$ cat config.mk
export PLATFORM = sky130hd
export DESIGN_NAME = pipe_hazard_ctrl_flat
export DESIGN_NICKNAME = d
export VERILOG_FILES = /design/src/rtl/cpu_types_pkg.sv /design/src/rtl/pipe_hazard_ctrl_if.sv /design/src/rtl/hazard_detect.sv /design/src/rtl/pipe_hazard_ctrl.sv /design/src/flat_wrapper.sv
export SDC_FILE = /design/constraint.sdc
export NUM_CORES = 1
export LEC_CHECK = 0
export CAP_MARGIN = 20
export CORE_MARGIN = 2
export CORE_UTILIZATION = 45
export CTS_CLUSTER_SIZE = 40
export DETAILED_ROUTE_END_ITERATION = 6
export PLACE_DENSITY = 0.85
export SLEW_MARGIN = 40
export SYNTH_ARGS = -nofsm -noshare
export SYNTH_HDL_FRONTEND = slang
export SYNTH_SLANG_ARGS = --single-unit
$ cat constraint.sdc
create_clock -name CLK -period 2.5 [get_ports CLK]
set_input_delay 0.5 -clock CLK [delete_from_list [all_inputs] [get_ports CLK]]
set_output_delay 0.5 -clock CLK [all_outputs]
set_load 0.01 [all_outputs]
$ cat src/rtl/cpu_types_pkg.sv
// Shared CPU types: register select, counter words, hazard FSM states,
// pipeline-register control pairs and the resolved hazard cause vector.
package cpu_types_pkg;

  localparam int REG_W  = 5;
  localparam int WORD_W = 32;

  typedef logic [REG_W-1:0]  regbits_t;
  typedef logic [WORD_W-1:0] word_t;
  typedef word_t             count_t;

  localparam logic [0:0] ST_RUN    = 1'b0;
  localparam logic [0:0] ST_HALTED = 1'b1;

  typedef enum logic [0:0] {
    RUN    = ST_RUN,
    HALTED = ST_HALTED
  } hzd_state_t;

  typedef struct packed {
    logic W;
    logic RST;
  } pipe_ctrl_t;

  // One-hot after priority resolution; MSB is the highest priority.
  typedef struct packed {
    logic halt;
    logic dfreeze;
    logic bflush;
    logic loaduse;
    logic jump;
    logic imiss;
  } hzd_cause_t;

  localparam pipe_ctrl_t CTRL_RUN  = '{W: 1'b1, RST: 1'b0};
  localparam pipe_ctrl_t CTRL_HOLD = '{W: 1'b0, RST: 1'b0};
  localparam pipe_ctrl_t CTRL_BUB  = '{W: 1'b1, RST: 1'b1};

endpackage

$ cat src/rtl/pipe_hazard_ctrl_if.sv
// Hazard bundle between the datapath and the pipeline sequencer.
interface pipe_hazard_ctrl_if #(
  parameter int CNT_W = 32,
  parameter int REG_W = 5
);
  logic             ihit;
  logic             dhit;
  logic             memREN;
  logic             memWEN;
  logic [REG_W-1:0] idrsel1;
  logic [REG_W-1:0] idrsel2;
  logic             exMemRead;
  logic [REG_W-1:0] exWsel;
  logic             exBranchTaken;
  logic             idJump;
  logic             wbHalt;

  logic             pcW;
  logic             ifidW;
  logic             ifidRST;
  logic             idexW;
  logic             idexRST;
  logic             exmemW;
  logic             exmemRST;
  logic             memwbW;
  logic             memwbRST;
  logic             halted;
  logic [CNT_W-1:0] stall_cnt;
  logic [CNT_W-1:0] flush_cnt;

  modport master (
    output ihit, dhit, memREN, memWEN, idrsel1, idrsel2, exMemRead,
           exWsel, exBranchTaken, idJump, wbHalt,
    input  pcW, ifidW, ifidRST, idexW, idexRST, exmemW, exmemRST,
           memwbW, memwbRST, halted, stall_cnt, flush_cnt
  );

  modport slave (
    input  ihit, dhit, memREN, memWEN, idrsel1, idrsel2, exMemRead,
           exWsel, exBranchTaken, idJump, wbHalt,
    output pcW, ifidW, ifidRST, idexW, idexRST, exmemW, exmemRST,
           memwbW, memwbRST, halted, stall_cnt, flush_cnt
  );
endinterface

$ cat src/rtl/hazard_detect.sv
// Combinational hazard detection with fixed priority resolution into a
// one-hot cause vector.
module hazard_detect
  import cpu_types_pkg::*;
#(
  parameter int REG_W = 5
) (
  input  logic             run,
  input  logic             ihit,
  input  logic             dhit,
  input  logic             memREN,
  input  logic             memWEN,
  input  logic [REG_W-1:0] idrsel1,
  input  logic [REG_W-1:0] idrsel2,
  input  logic             exMemRead,
  input  logic [REG_W-1:0] exWsel,
  input  logic             exBranchTaken,
  input  logic             idJump,
  input  logic             wbHalt,
  output hzd_cause_t       cause
);

  logic raw_halt;
  logic raw_dfreeze;
  logic raw_loaduse;

  assign raw_halt    = run & wbHalt;
  assign raw_dfreeze = (memREN | memWEN) & ~dhit;
  // Register 0 is hardwired, so a load targeting it never creates a dependency.
  assign raw_loaduse = exMemRead & (exWsel != '0) &
                       ((exWsel == idrsel1) | (exWsel == idrsel2));

  always_comb begin
    cause = '0;
    if (raw_halt)           cause.halt    = 1'b1;
    else if (raw_dfreeze)   cause.dfreeze = 1'b1;
    else if (exBranchTaken) cause.bflush  = 1'b1;
    else if (raw_loaduse)   cause.loaduse = 1'b1;
    else if (idJump)        cause.jump    = 1'b1;
    else if (!ihit)         cause.imiss   = 1'b1;
  end

endmodule

$ cat src/rtl/pipe_hazard_ctrl.sv
// Pipeline sequencer: halt FSM, stall/flush counters and the W/RST mapping
// for every pipeline register and the PC.
module pipe_hazard_ctrl
  import cpu_types_pkg::*;
#(
  parameter int CNT_W = 32,
  parameter int REG_W = 5
) (
  input  logic               CLK,
  input  logic               nRST,
  pipe_hazard_ctrl_if.slave  bus
);

  logic [0:0]       state_reg, state_next;
  logic [CNT_W-1:0] stall_cnt_reg, stall_cnt_next;
  logic [CNT_W-1:0] flush_cnt_reg, flush_cnt_next;
  hzd_cause_t       cause;
  logic             run;
  logic             pc_w;
  pipe_ctrl_t       ifid, idex, exmem, memwb;

  assign run = (state_reg == ST_RUN);

  hazard_detect #(.REG_W(REG_W)) u_detect (
    .run           (run),
    .ihit          (bus.ihit),
    .dhit          (bus.dhit),
    .memREN        (bus.memREN),
    .memWEN        (bus.memWEN),
    .idrsel1       (bus.idrsel1),
    .idrsel2       (bus.idrsel2),
    .exMemRead     (bus.exMemRead),
    .exWsel        (bus.exWsel),
    .exBranchTaken (bus.exBranchTaken),
    .idJump        (bus.idJump),
    .wbHalt        (bus.wbHalt),
    .cause         (cause)
  );

  always_comb begin
    pc_w  = 1'b1;
    ifid  = CTRL_RUN;
    idex  = CTRL_RUN;
    exmem = CTRL_RUN;
    memwb = CTRL_RUN;
    if (!run || cause.halt || cause.dfreeze) begin
      pc_w  = 1'b0;
      ifid  = CTRL_HOLD;
      idex  = CTRL_HOLD;
      exmem = CTRL_HOLD;
      memwb = CTRL_HOLD;
    end else if (cause.bflush) begin
      ifid = CTRL_BUB;
      idex = CTRL_BUB;
    end else if (cause.loaduse) begin
      pc_w = 1'b0;
      ifid = CTRL_HOLD;
      idex = CTRL_BUB;
    end else if (cause.jump) begin
      ifid = CTRL_BUB;
    end else if (cause.imiss) begin
      pc_w = 1'b0;
      ifid = CTRL_BUB;
    end
  end

  always_comb begin
    state_next     = state_reg;
    stall_cnt_next = stall_cnt_reg;
    flush_cnt_next = flush_cnt_reg;
    if (run) begin
      if (cause.halt) state_next = ST_HALTED;
      if (cause.dfreeze || cause.loaduse || cause.imiss)
        stall_cnt_next = stall_cnt_reg + 1'b1;
      if (cause.bflush || cause.jump)
        flush_cnt_next = flush_cnt_reg + 1'b1;
    end
  end

  always_ff @(posedge CLK or negedge nRST) begin
    if (!nRST) begin
      state_reg     <= ST_RUN;
      stall_cnt_reg <= '0;
      flush_cnt_reg <= '0;
    end else begin
      state_reg     <= state_next;
      stall_cnt_reg <= stall_cnt_next;
      flush_cnt_reg <= flush_cnt_next;
    end
  end

  assign bus.pcW       = pc_w;
  assign bus.ifidW     = ifid.W;
  assign bus.ifidRST   = ifid.RST;
  assign bus.idexW     = idex.W;
  assign bus.idexRST   = idex.RST;
  assign bus.exmemW    = exmem.W;
  assign bus.exmemRST  = exmem.RST;
  assign bus.memwbW    = memwb.W;
  assign bus.memwbRST  = memwb.RST;
  assign bus.halted    = (state_reg == ST_HALTED);
  assign bus.stall_cnt = stall_cnt_reg;
  assign bus.flush_cnt = flush_cnt_reg;

endmodule

$ cat src/flat_wrapper.sv
// flat-port wrapper written by rule: the top's interface ports become plain ports
module pipe_hazard_ctrl_flat import cpu_types_pkg::*;
#(
  parameter int CNT_W = 32,
  parameter int REG_W = 5
)
  (CLK, nRST, bus_ihit, bus_dhit, bus_memREN, bus_memWEN, bus_idrsel1, bus_idrsel2, bus_exMemRead, bus_exWsel, bus_exBranchTaken, bus_idJump, bus_wbHalt, bus_pcW, bus_ifidW, bus_ifidRST, bus_idexW, bus_idexRST, bus_exmemW, bus_exmemRST, bus_memwbW, bus_memwbRST, bus_halted, bus_stall_cnt, bus_flush_cnt);
  pipe_hazard_ctrl_if #(.CNT_W(CNT_W), .REG_W(REG_W)) bus_i ();
  input  logic CLK;
  input  logic nRST;
  input wire logic [$bits(bus_i.ihit)-1:0] bus_ihit;
  input wire logic [$bits(bus_i.dhit)-1:0] bus_dhit;
  input wire logic [$bits(bus_i.memREN)-1:0] bus_memREN;
  input wire logic [$bits(bus_i.memWEN)-1:0] bus_memWEN;
  input wire logic [$bits(bus_i.idrsel1)-1:0] bus_idrsel1;
  input wire logic [$bits(bus_i.idrsel2)-1:0] bus_idrsel2;
  input wire logic [$bits(bus_i.exMemRead)-1:0] bus_exMemRead;
  input wire logic [$bits(bus_i.exWsel)-1:0] bus_exWsel;
  input wire logic [$bits(bus_i.exBranchTaken)-1:0] bus_exBranchTaken;
  input wire logic [$bits(bus_i.idJump)-1:0] bus_idJump;
  input wire logic [$bits(bus_i.wbHalt)-1:0] bus_wbHalt;
  output wire logic [$bits(bus_i.pcW)-1:0] bus_pcW;
  output wire logic [$bits(bus_i.ifidW)-1:0] bus_ifidW;
  output wire logic [$bits(bus_i.ifidRST)-1:0] bus_ifidRST;
  output wire logic [$bits(bus_i.idexW)-1:0] bus_idexW;
  output wire logic [$bits(bus_i.idexRST)-1:0] bus_idexRST;
  output wire logic [$bits(bus_i.exmemW)-1:0] bus_exmemW;
  output wire logic [$bits(bus_i.exmemRST)-1:0] bus_exmemRST;
  output wire logic [$bits(bus_i.memwbW)-1:0] bus_memwbW;
  output wire logic [$bits(bus_i.memwbRST)-1:0] bus_memwbRST;
  output wire logic [$bits(bus_i.halted)-1:0] bus_halted;
  output wire logic [$bits(bus_i.stall_cnt)-1:0] bus_stall_cnt;
  output wire logic [$bits(bus_i.flush_cnt)-1:0] bus_flush_cnt;
  assign bus_i.ihit = bus_ihit;
  assign bus_i.dhit = bus_dhit;
  assign bus_i.memREN = bus_memREN;
  assign bus_i.memWEN = bus_memWEN;
  assign bus_i.idrsel1 = bus_idrsel1;
  assign bus_i.idrsel2 = bus_idrsel2;
  assign bus_i.exMemRead = bus_exMemRead;
  assign bus_i.exWsel = bus_exWsel;
  assign bus_i.exBranchTaken = bus_exBranchTaken;
  assign bus_i.idJump = bus_idJump;
  assign bus_i.wbHalt = bus_wbHalt;
  assign bus_pcW = bus_i.pcW;
  assign bus_ifidW = bus_i.ifidW;
  assign bus_ifidRST = bus_i.ifidRST;
  assign bus_idexW = bus_i.idexW;
  assign bus_idexRST = bus_i.idexRST;
  assign bus_exmemW = bus_i.exmemW;
  assign bus_exmemRST = bus_i.exmemRST;
  assign bus_memwbW = bus_i.memwbW;
  assign bus_memwbRST = bus_i.memwbRST;
  assign bus_halted = bus_i.halted;
  assign bus_stall_cnt = bus_i.stall_cnt;
  assign bus_flush_cnt = bus_i.flush_cnt;
  pipe_hazard_ctrl #(.CNT_W(CNT_W), .REG_W(REG_W)) u_core (.CLK(CLK), .nRST(nRST), .bus(bus_i));
endmodule
# Word level (Yosys, flattened, before mapping)
# Cells that the tools add are included.
# W data, S select, Z words.
# totals
reg_bits	65
out_inout_bits	74
# op_classes
n_reduce_logical	8
add_sub_neg	2
n_bitwise	8
mux	27
eq_ne	2
# ops
op	count
$add A32 B1 Y32 const B	2
$mux W1	16
$mux W2	8
$eq A5 B5 Y1	2
$logic_or A1 B1 Y1	5
$mux W5	1
$reduce_bool A5 Y1	1
$and A1 B1 Y1	4
$mux W4	1
$reduce_and A2 Y1	2
$mux W3	1
$not A1 Y1	2
$or A1 B1 Y1	2

# Depth between registers and ports, before layout
# Gate-level depths: netlist of the first run.
# logic_depth
ltp_word	12
depth_mapped	7
mapped_depth_nobuf	7

# By module
# A second synthesis of the first run with hierarchy kept.
# hier_totals
hier_cells	301
area_unflattened_um2	3206.8
# by_module_without_submodules
module	seq_area_each_um2	cells_each	area_per_inst_um2	n_inst
pipe_hazard_ctrl	1626.6	273	3004.1	1
hazard_detect	0.0	28	202.7	1

# Worst setup path before layout of the first run
# Ideal clock, no wire load.
# synth_path
path_kind	input port to output port
start	input bus_exWsel[1]
end	output bus_pcW
t_required_ns	2.000
path_buffers	0
slack_ns	0.246
arrival_time_ns	1.754
stages	5
cell_sequence	or4_4 > o21ai_4 > or2_2 > o21ai_0 > a21oi_1
# synth_via
elab_chain_len	12
elab_cells_between_ends	16
# synth_rtl
element	line_no	text
start: declaration	flat_wrapper.sv:18	input wire logic [$bits(bus_i.exWsel)-1:0] bus_exWsel;
$eq A5 B5 Y1 or $reduce_bool A5 Y1 (tied branches)	hazard_detect.sv:31, hazard_detect.sv:30	
$or A1 B1 Y1 or $and A1 B1 Y1 (tied branches)	hazard_detect.sv:31, hazard_detect.sv:30	
$and A1 B1 Y1 *	hazard_detect.sv:30	assign raw_loaduse = exMemRead & (exWsel != '0) &
$mux W2	hazard_detect.sv:38	else if (raw_loaduse) cause.loaduse = 1'b1;
$mux W3 *	hazard_detect.sv:37	else if (exBranchTaken) cause.bflush = 1'b1;
$mux W4 *	hazard_detect.sv:36	else if (raw_dfreeze) cause.dfreeze = 1'b1;
$mux W5 *	hazard_detect.sv:35	if (raw_halt) cause.halt = 1'b1;
$mux W1	pipe_hazard_ctrl.sv:61	end else if (cause.imiss) begin
$mux W1	pipe_hazard_ctrl.sv:59	end else if (cause.jump) begin
$mux W1 *	pipe_hazard_ctrl.sv:55	end else if (cause.loaduse) begin
$mux W1 *	pipe_hazard_ctrl.sv:52	end else if (cause.bflush) begin
$mux W1 *	pipe_hazard_ctrl.sv:46	if (!run || cause.halt || cause.dfreeze) begin
end: declaration	flat_wrapper.sv:22	output wire logic [$bits(bus_i.pcW)-1:0] bus_pcW;
# Every way passes the cells marked *; elsewhere a longest branch is shown, timed or not.

# Final worst setup path of the first run
# layout_path
start	input bus_idrsel2[3]
end	output bus_ifidRST
# layout_via
elab_chain_len	12
elab_cells_between_ends	13
# layout_rtl
element	line_no	text
start: declaration	flat_wrapper.sv:16	input wire logic [$bits(bus_i.idrsel2)-1:0] bus_idrsel2;
$eq A5 B5 Y1 *	hazard_detect.sv:31	((exWsel == idrsel1) | (exWsel == idrsel2));
$or A1 B1 Y1 *	hazard_detect.sv:31	
$and A1 B1 Y1 *	hazard_detect.sv:30	
$mux W2	hazard_detect.sv:38	
$mux W3 *	hazard_detect.sv:37	
$mux W4 *	hazard_detect.sv:36	
$mux W5 *	hazard_detect.sv:35	
$mux W1	pipe_hazard_ctrl.sv:61	
$mux W2	pipe_hazard_ctrl.sv:59	
$mux W2 *	pipe_hazard_ctrl.sv:55	
$mux W2 *	pipe_hazard_ctrl.sv:52	
$mux W2 *	pipe_hazard_ctrl.sv:46	
end: declaration	flat_wrapper.sv:24	output wire logic [$bits(bus_i.ifidRST)-1:0] bus_ifidRST;
# Marks and branches as above.

==> results of run 1 <==
[repair_timing]
item / in CTS / in global routing
buffers inserted: 1 / 5
pin swaps: 3 / 7
hold buffers: 0 / 0
resized for setup: 29 / 9
endpoints found under the setup margin: 22 / 25
[cell usage after synthesis, drive strengths merged]
master | count | area share (%)
dfrtp | 65 | 48
xnor2 | 37 | 9.5
xor2 | 35 | 9.0
nand2 | 34 | 3.7
nand3 | 21 | 3.1
nor2 | 18 | 2.0
nor3 | 18 | 2.8
nand4 | 17 | 3.1
nor4 | 12 | 4.4
buf | 9 | 1.9
and3 | 8 | 1.5
inv | 5 | 0.55
a21oi | 4 | 0.59
and4 | 4 | 1.0
nand2b | 4 | 0.73
clkbuf | 3 | 0.33
nor2b | 3 | 0.55
ha | 2 | 0.73
nand4b | 2 | 0.51
o21ai | 2 | 0.62
o32ai | 2 | 1.3
a22oi | 1 | 0.62
conb | 1 | 0.11
mux2 | 1 | 0.33
nor4b | 1 | 0.26
o21ba | 1 | 0.29
o21bai | 1 | 0.22
o22a | 1 | 0.26
o22ai | 1 | 0.18
o31a | 1 | 0.26
o31ai | 1 | 0.62
o41ai | 1 | 0.81
or2 | 1 | 0.18
or3 | 1 | 0.18
or4 | 1 | 0.33
[final cells by class]
type,count,share of cell area (%)
clock buffer,10,2.65
clock inverter,6,0.728
inverter,5,0.390
multi-input combinational,238,36.1
sequential,65,33.8
tap,99,2.57
timing repair buffer,121,23.8
[where the power goes]
group / switching (mW) / internal [mW]
Clock: 0.388 / 0.352
Combinational: 0.106 / 0.128
Sequential: 0.0411 / 1.08
[final timing paths]
| kind | from | end | slack (ns) | cells past startpoint |
|---|---|---|---|---|
| worst min-delay path | nRST | u_core.bus.flush_cnt[23]$_DFFE_PN0P_ | 0.18 | 1 |
| worst max register to register | u_core.bus.stall_cnt[4]$_DFFE_PN0P_ | u_core.bus.stall_cnt[28]$_DFFE_PN0P_ | 0.59 | 6 |
| worst min register to register | u_core.bus.stall_cnt[31]$_DFFE_PN0P_ | u_core.bus.stall_cnt[31]$_DFFE_PN0P_ | 0.48 | 1 |
| min in group CLK | u_core.bus.stall_cnt[31]$_DFFE_PN0P_ | u_core.bus.stall_cnt[31]$_DFFE_PN0P_ | 0.48 | 1 |
| max in group asynchronous | nRST | u_core.bus.stall_cnt[17]$_DFFE_PN0P_ | 1.59 | 2 |
| worst max-delay path | bus_idrsel2[3] | bus_ifidRST | 0.05 | 8 |
[metrics by stage]
| step | cell area, sq um | hold WS, ns |
|---|---|---|
| finish | 4810 | 0.177 |
| global route | 4810 | 0.204 |
| CTS | 4750 | 0.185 |
| detailed placement | 4600 | 0.479 |
| global placement | 4600 | 0.464 |
| floorplan | 3420 | 0.204 |
[cells by family after synthesis]
logic type,after synthesis
xor gates and xnor gates,72
buffers and inverters,17
other,1
adders and majority gates,2
muxes,1
DFF,65
AOI/OAI and AO/OA,16
and+or+nand+nor,145
[critical path: stages]
cell and delay [ns]:
clkdlybuf4s50_1 0.41, xor2_1 0.15, nor3_2 0.23, a22oi_4 0.11
or2_4 0.25, a21oi_2 0.12, nor2_1 0.05, buf_2 0.13
[routing by layer]
| metal | up-vias | global-route usage (%) | wire length [microns] |
|---|---|---|---|
| li1 | 1347 | - | - |
| met1 | 1412 | 26.3 | 3610 |
| met2 | 81 | 34.9 | 4140 |
| met3 | 15 | 5.39 | 433 |
| met4 | 0 | 5.93 | 111 |
| met5 | - | 0 | 0 |
==> metrics.md, run 1 <==
| Metric | Value |
|---|---|
| Outcome | `finished clean` |
| DR pass1 iterations | `4` |
| IO Pins | `99` |
| Setup CP Type | `input pin to primary output` |
| Normalized max-slew margin | `59.6%` |
| Std cell rows | `31` |
| Setup-failing EPs final | `0` |
| IO buf count | `96` |
| Synth Area in Compound Gates | `5.74%` |
| Clk_skew | `0.00489 ns` |
| Clk Latency, worst-skew pair | `0.33 ns` |
| CTS tree | `built` |
| Layout fillers | `595` |
| Area occupied by multi-input gates | `1740 sq um` |
| H-tree Lvls | `3` |
| Area share of and/or/nand/nor cells after synthesis | `24.3%` |
| Final worst slack | `0.0485 ns` |
| DRC viols | `0` |
| Synthesized area | `3420 sq um` |
| Synth Area in Adders | `0.732%` |
| Worst-path clk slew | `0.07 ns` |
| Layout cells sized above 1 | `16.6%` |
| Final period utilization | `98.1%` |
| Cts bufs inserted | `9` |
| Post-DRT Antenna Nets | `0` |
| Design Power | `2.10 mW` |
| Post-Layout Cell Count | `544` |
| Crit end category | `primary output` |
| Hold Fails Final Rpt | `0` |
| Sequential fraction of the synthesis area | `47.6%` |
| RSZ-0062 raised after global routing | `no` |
| Placer Congestion | `0.821` |
| Drt initial violations | `63` |
| Hold Path Class | `input pin to asynchronous set/reset pin` |
| PwrDens | `436 nW/um^2` |
| Total number of vias | `2855` |
| Post-synthesis xor/xnor area fraction | `18.4%` |
| Seq cells post-synth | `65` |
| FMAX | `408 MHz` |
| Final Slew Violations | `0` |
| Die Wd | `91.2 microns` |
| Pre-CTS setup slack | `-0.594 ns` |
| Max Cap Viol | `0` |
| Commonest non-fill, non-tap cell in the layout | `clkdlybuf4s50_1` |
| Overflow after GRT | `0` |
| Initial Util | `46.9%` |
| Vias per cell | `5.25` |
| Synthesized area per cell | `10.7 sq um` |
| Cells after Synth | `319` |
| Antenna diode count | `0` |
| Core ar. | `7290 sq um` |
| P&R area growth vs syn | `40.8%` |
| Mux cell area share after synthesis | `0.329%` |
| Synth Warn # | `0` |
| Synth cell types | `42` |
| VDD IR max | `0.000300 V` |
| Final TNS setup | `0 ns` |
| Fin nets | `467` |
| Detailed Route WL | `8290 microns` |
| Worst Path Max Fanout | `2` |
| Tot GR Track Use | `20.7%` |
| CTS sink count | `65` |
| Min cycle time layout | `2.45 ns` |
| Die area | `8310 sq um` |
| Worst slew pin tran | `0.606 ns` |
| CP Launch Type | `input pin` |
| Antenna violations before repair | `0` |
| Largest family of logic cells by synthesized area | `simple AND/OR/NAND/NOR gates` |
| Detailed Place HPWL | `6260 microns` |
| CP Data Required Time | `2.00 ns` |
| Data arrival, critical path | `1.95 ns` |
| Pleak | `2.12 nW` |
| Most frequent cells in the layout | `clkdlybuf4s50_1, dfrtp_1, xnor2_1` |
| Placed Cells | `522` |
| Vias in the first global route | `2869` |
| Largest net degree at the start of global routing | `28` |
| Global-route wire length before repair | `14100 microns` |
| CTS Root Cell | `clkbuf_8` |
| Core Util, Final | `66.0%` |
| Bufs on Longest Clock Path | `2` |
| WL/cell | `15.2 microns` |
| Sequential cell area | `1630 sq um` |
| Vert. Die Dim | `91.2 microns` |
(Power assumes the default switching activity.)
==> run 2: changes to the inputs <==
- ABC_CLOCK_PERIOD_IN_PS: default -> 2500
- CORE_MARGIN: 2 -> default
==> run 2 against run 1 <==
Compared with the run above: power grew 5.3%; first-iteration DRC count increased by 37%; routed wire length grew 1.3%; fmax rose by 1.2%; combinational power increased by 2%; final area shrank 0.18%; die area shrank 4.3%; clock skew is 0.0037 ns higher; clock power grew 14%; largest cell class unchanged.
==> metrics.md, run 2 (synthesis gave the netlist of run 1 again) <==
| Metric | Value |
|---|---|
| Setup-failing EPs final | `0 (unchanged)` |
| CP Data Required Time | `2.00 ns (about the same)` |
| Final Slew Violations | `0 (unchanged)` |
| PwrDens | `459 nW/um^2 (+5.4%)` |
| CP Launch Type | `input pin` |
| Final worst slack | `0.0770 ns (+0.0285 ns)` |
| Fin nets | `464 (-0.64%)` |
| Std cell rows | `31 (unchanged)` |
| Core ar. | `7290 sq um (unchanged)` |
| Slowest-stage cell, CP | `clkdlybuf4s50_1` |
| Data arrival, critical path | `1.92 ns (-0.03 ns)` |
| CTS Root Cell | `clkbuf_8` |
| Worst Path Max Fanout | `2 (unchanged)` |
| FMAX | `413 MHz (+1.2%)` |
| Detailed Place HPWL | `5960 microns (-4.8%)` |
| CTS sink count | `65 (unchanged)` |
| CTS tree | `built` |
| Drt initial violations | `86 (+37%)` |
| Final instance area | `4810 sq um (-0.18%)` |
| IO buf count | `96 (unchanged)` |
| Hold Path Class | `input pin to asynchronous set/reset pin` |
| Antenna violations before repair | `0 (unchanged)` |
| Clk Latency, worst-skew pair | `0.34 ns (about the same)` |
| Antenna diode count | `0 (unchanged)` |
| Setup CP Type | `input pin to primary output` |
| Placer Congestion | `0.828 (+0.77%)` |
| H-tree Lvls | `3 (unchanged)` |
| WL/cell | `15.6 microns (+2.1%)` |
| Hold Fails Final Rpt | `0 (unchanged)` |
| Bufs on Longest Clock Path | `2 (unchanged)` |
| Die Wd | `89.2 microns (-2.2%)` |
| Outcome | `finished clean` |
| Hold Buf Count CTS | `0 (unchanged)` |
| Overflow after GRT | `0 (unchanged)` |
| Final TNS setup | `0 ns (unchanged)` |
| Post-Route Hold Slack | `0.156 ns (-0.0210 ns)` |
| Total number of vias | `2882 (+0.95%)` |
| Bufs and invs on worst path | `2 (unchanged)` |
| Pleak | `2.13 nW (+0.60%)` |
| Normalized max-slew margin | `63.8% (+4.2 points)` |
| Commonest non-fill, non-tap cell in the layout | `clkdlybuf4s50_1` |
| DRC viols | `0 (unchanged)` |
| Crit-path cells | `clkdlybuf4s50_1 > xor2_1 > nor3_2 > a22oi_4 > or2_4 > a21oi_2 > nor2_1 > buf_2` |
| Vias in the first global route | `2811 (-2.0%)` |
| Global-route wire length before repair | `13200 microns (-6.6%)` |
| Clk_skew | `0.00861 ns (+0.00373 ns)` |
| Initial Util | `46.9% (unchanged)` |
| Worst-path clk slew | `0.07 ns (about the same)` |
| Most frequent cells in the layout | `clkdlybuf4s50_1, dfrtp_1, xnor2_1` |
| Max Cap Viol | `0 (unchanged)` |
| Layout cells sized above 1 | `14.5% (-2.1 points)` |
| Final period utilization | `96.9% (-1.1 points)` |
| Crit end category | `primary output` |
| Placed cell areas | `4610 sq um (+0.33%)` |
| Vias per cell | `5.34 (+1.7%)` |
| P&R area growth vs syn | `40.5%` |
| DR pass1 iterations | `4 (unchanged)` |
| Top Family by Delay on Critical Path | `buffers and inverters` |
| Min cycle time layout | `2.42 ns (-0.0285 ns)` |
| Detailed Route WL | `8400 microns (+1.3%)` |
| IO Pins | `99 (unchanged)` |
| RSZ-0062 raised after global routing | `no` |
| Post-DRT Antenna Nets | `0 (unchanged)` |
| Largest net degree at the start of global routing | `66 (+140%)` |
| VDD IR max | `0.000299 V (-0.30%)` |
| Vert. Die Dim | `89.2 microns (-2.2%)` |
| Pre-CTS setup slack | `-0.559 ns (+0.0342 ns)` |
| Cts bufs inserted | `9 (unchanged)` |
| CP peak stage delay | `0.41 ns (about the same)` |
| Tot GR Track Use | `22.1% (+1.5 points)` |
| Die area | `7950 sq um (-4.3%)` |
| Worst slew pin tran | `0.542 ns (-0.0639 ns)` |
[run 2: changes by cell type in the layout (fill, tap and decap cells not counted), sizes merged]
cell	change
buf	-3
bufinv	+1
clkdlybuf4s50	-2
clkinv	-3
clkinvlp	-1
dlygate4sd2	+2
dlymetal6s2s	+2
[run 2: through the flow]
step | util (%) | power [mW] | std cells
6_report | 65.9 | 2.21 | 540
5_1_grt | 65.9 | 2.28 | 540
4_1_cts | 65.6 | 2.22 | 540
3_5_place_dp | 63.2 | 1.38 | 524
3_3_place_gp | 63.2 | 1.37 | 524
2_1_floorplan | - | 1.22 | 320
[run 2: what timing repair did]
item | 4_1_cts | 5_1_grt
setup buffers | 1 | 0
pin swaps | 5 | 4
resized for setup | 30 | 6
setup endpoints to repair | 7 | 22
[run 2: final cells by class]
type / count / area (sq um)
flip-flops and latches: 65 / 1630
clock inverters: 3 / 42.5
clock buffers: 12 / 135
well taps: 99 / 124
repair buffers: 118 / 1120
multi-input cells: 238 / 1730
inverters: 5 / 18.8
fillers: 585 / 2490
[run 2: final timing paths]
kind	end	slack, ns	start	cells past startpoint
max in group asynchronous	u_core.bus.stall_cnt[12]$_DFFE_PN0P_	2.05	nRST	2
max	bus_ifidRST	0.08	bus_idrsel1[2]	8
min reg2reg	u_core.bus.stall_cnt[31]$_DFFE_PN0P_	0.47	u_core.bus.stall_cnt[31]$_DFFE_PN0P_	1
min in group CLK	u_core.bus.stall_cnt[31]$_DFFE_PN0P_	0.47	u_core.bus.stall_cnt[31]$_DFFE_PN0P_	1
min	u_core.bus.flush_cnt[23]$_DFFE_PN0P_	0.16	nRST	2
max reg2reg	u_core.bus.flush_cnt[28]$_DFFE_PN0P_	0.41	u_core.bus.flush_cnt[5]$_DFFE_PN0P_	6
[run 2: power by group]
| part | leakage (nW) | internal (mW) | total (mW) | switching, mW |
|---|---|---|---|---|
| Clock | 0.0864 | 0.455 | 0.845 | 0.390 |
| Sequential | 0.872 | 1.08 | 1.12 | 0.0411 |
| Combinational | 1.17 | 0.132 | 0.239 | 0.107 |
| Total | 2.13 | 1.67 | 2.21 | 0.539 |
[run 2: layer usage]
| metal | GRT usage, % | vias up | wire, microns |
|---|---|---|---|
| met4 | 8.66 | 0 | 129 |
| li1 | - | 1343 | - |
| met3 | 9.14 | 18 | 519 |
| met2 | 37.0 | 101 | 4200 |
| met1 | 25.4 | 1420 | 3560 |
| met5 | 0 | - | 0 |
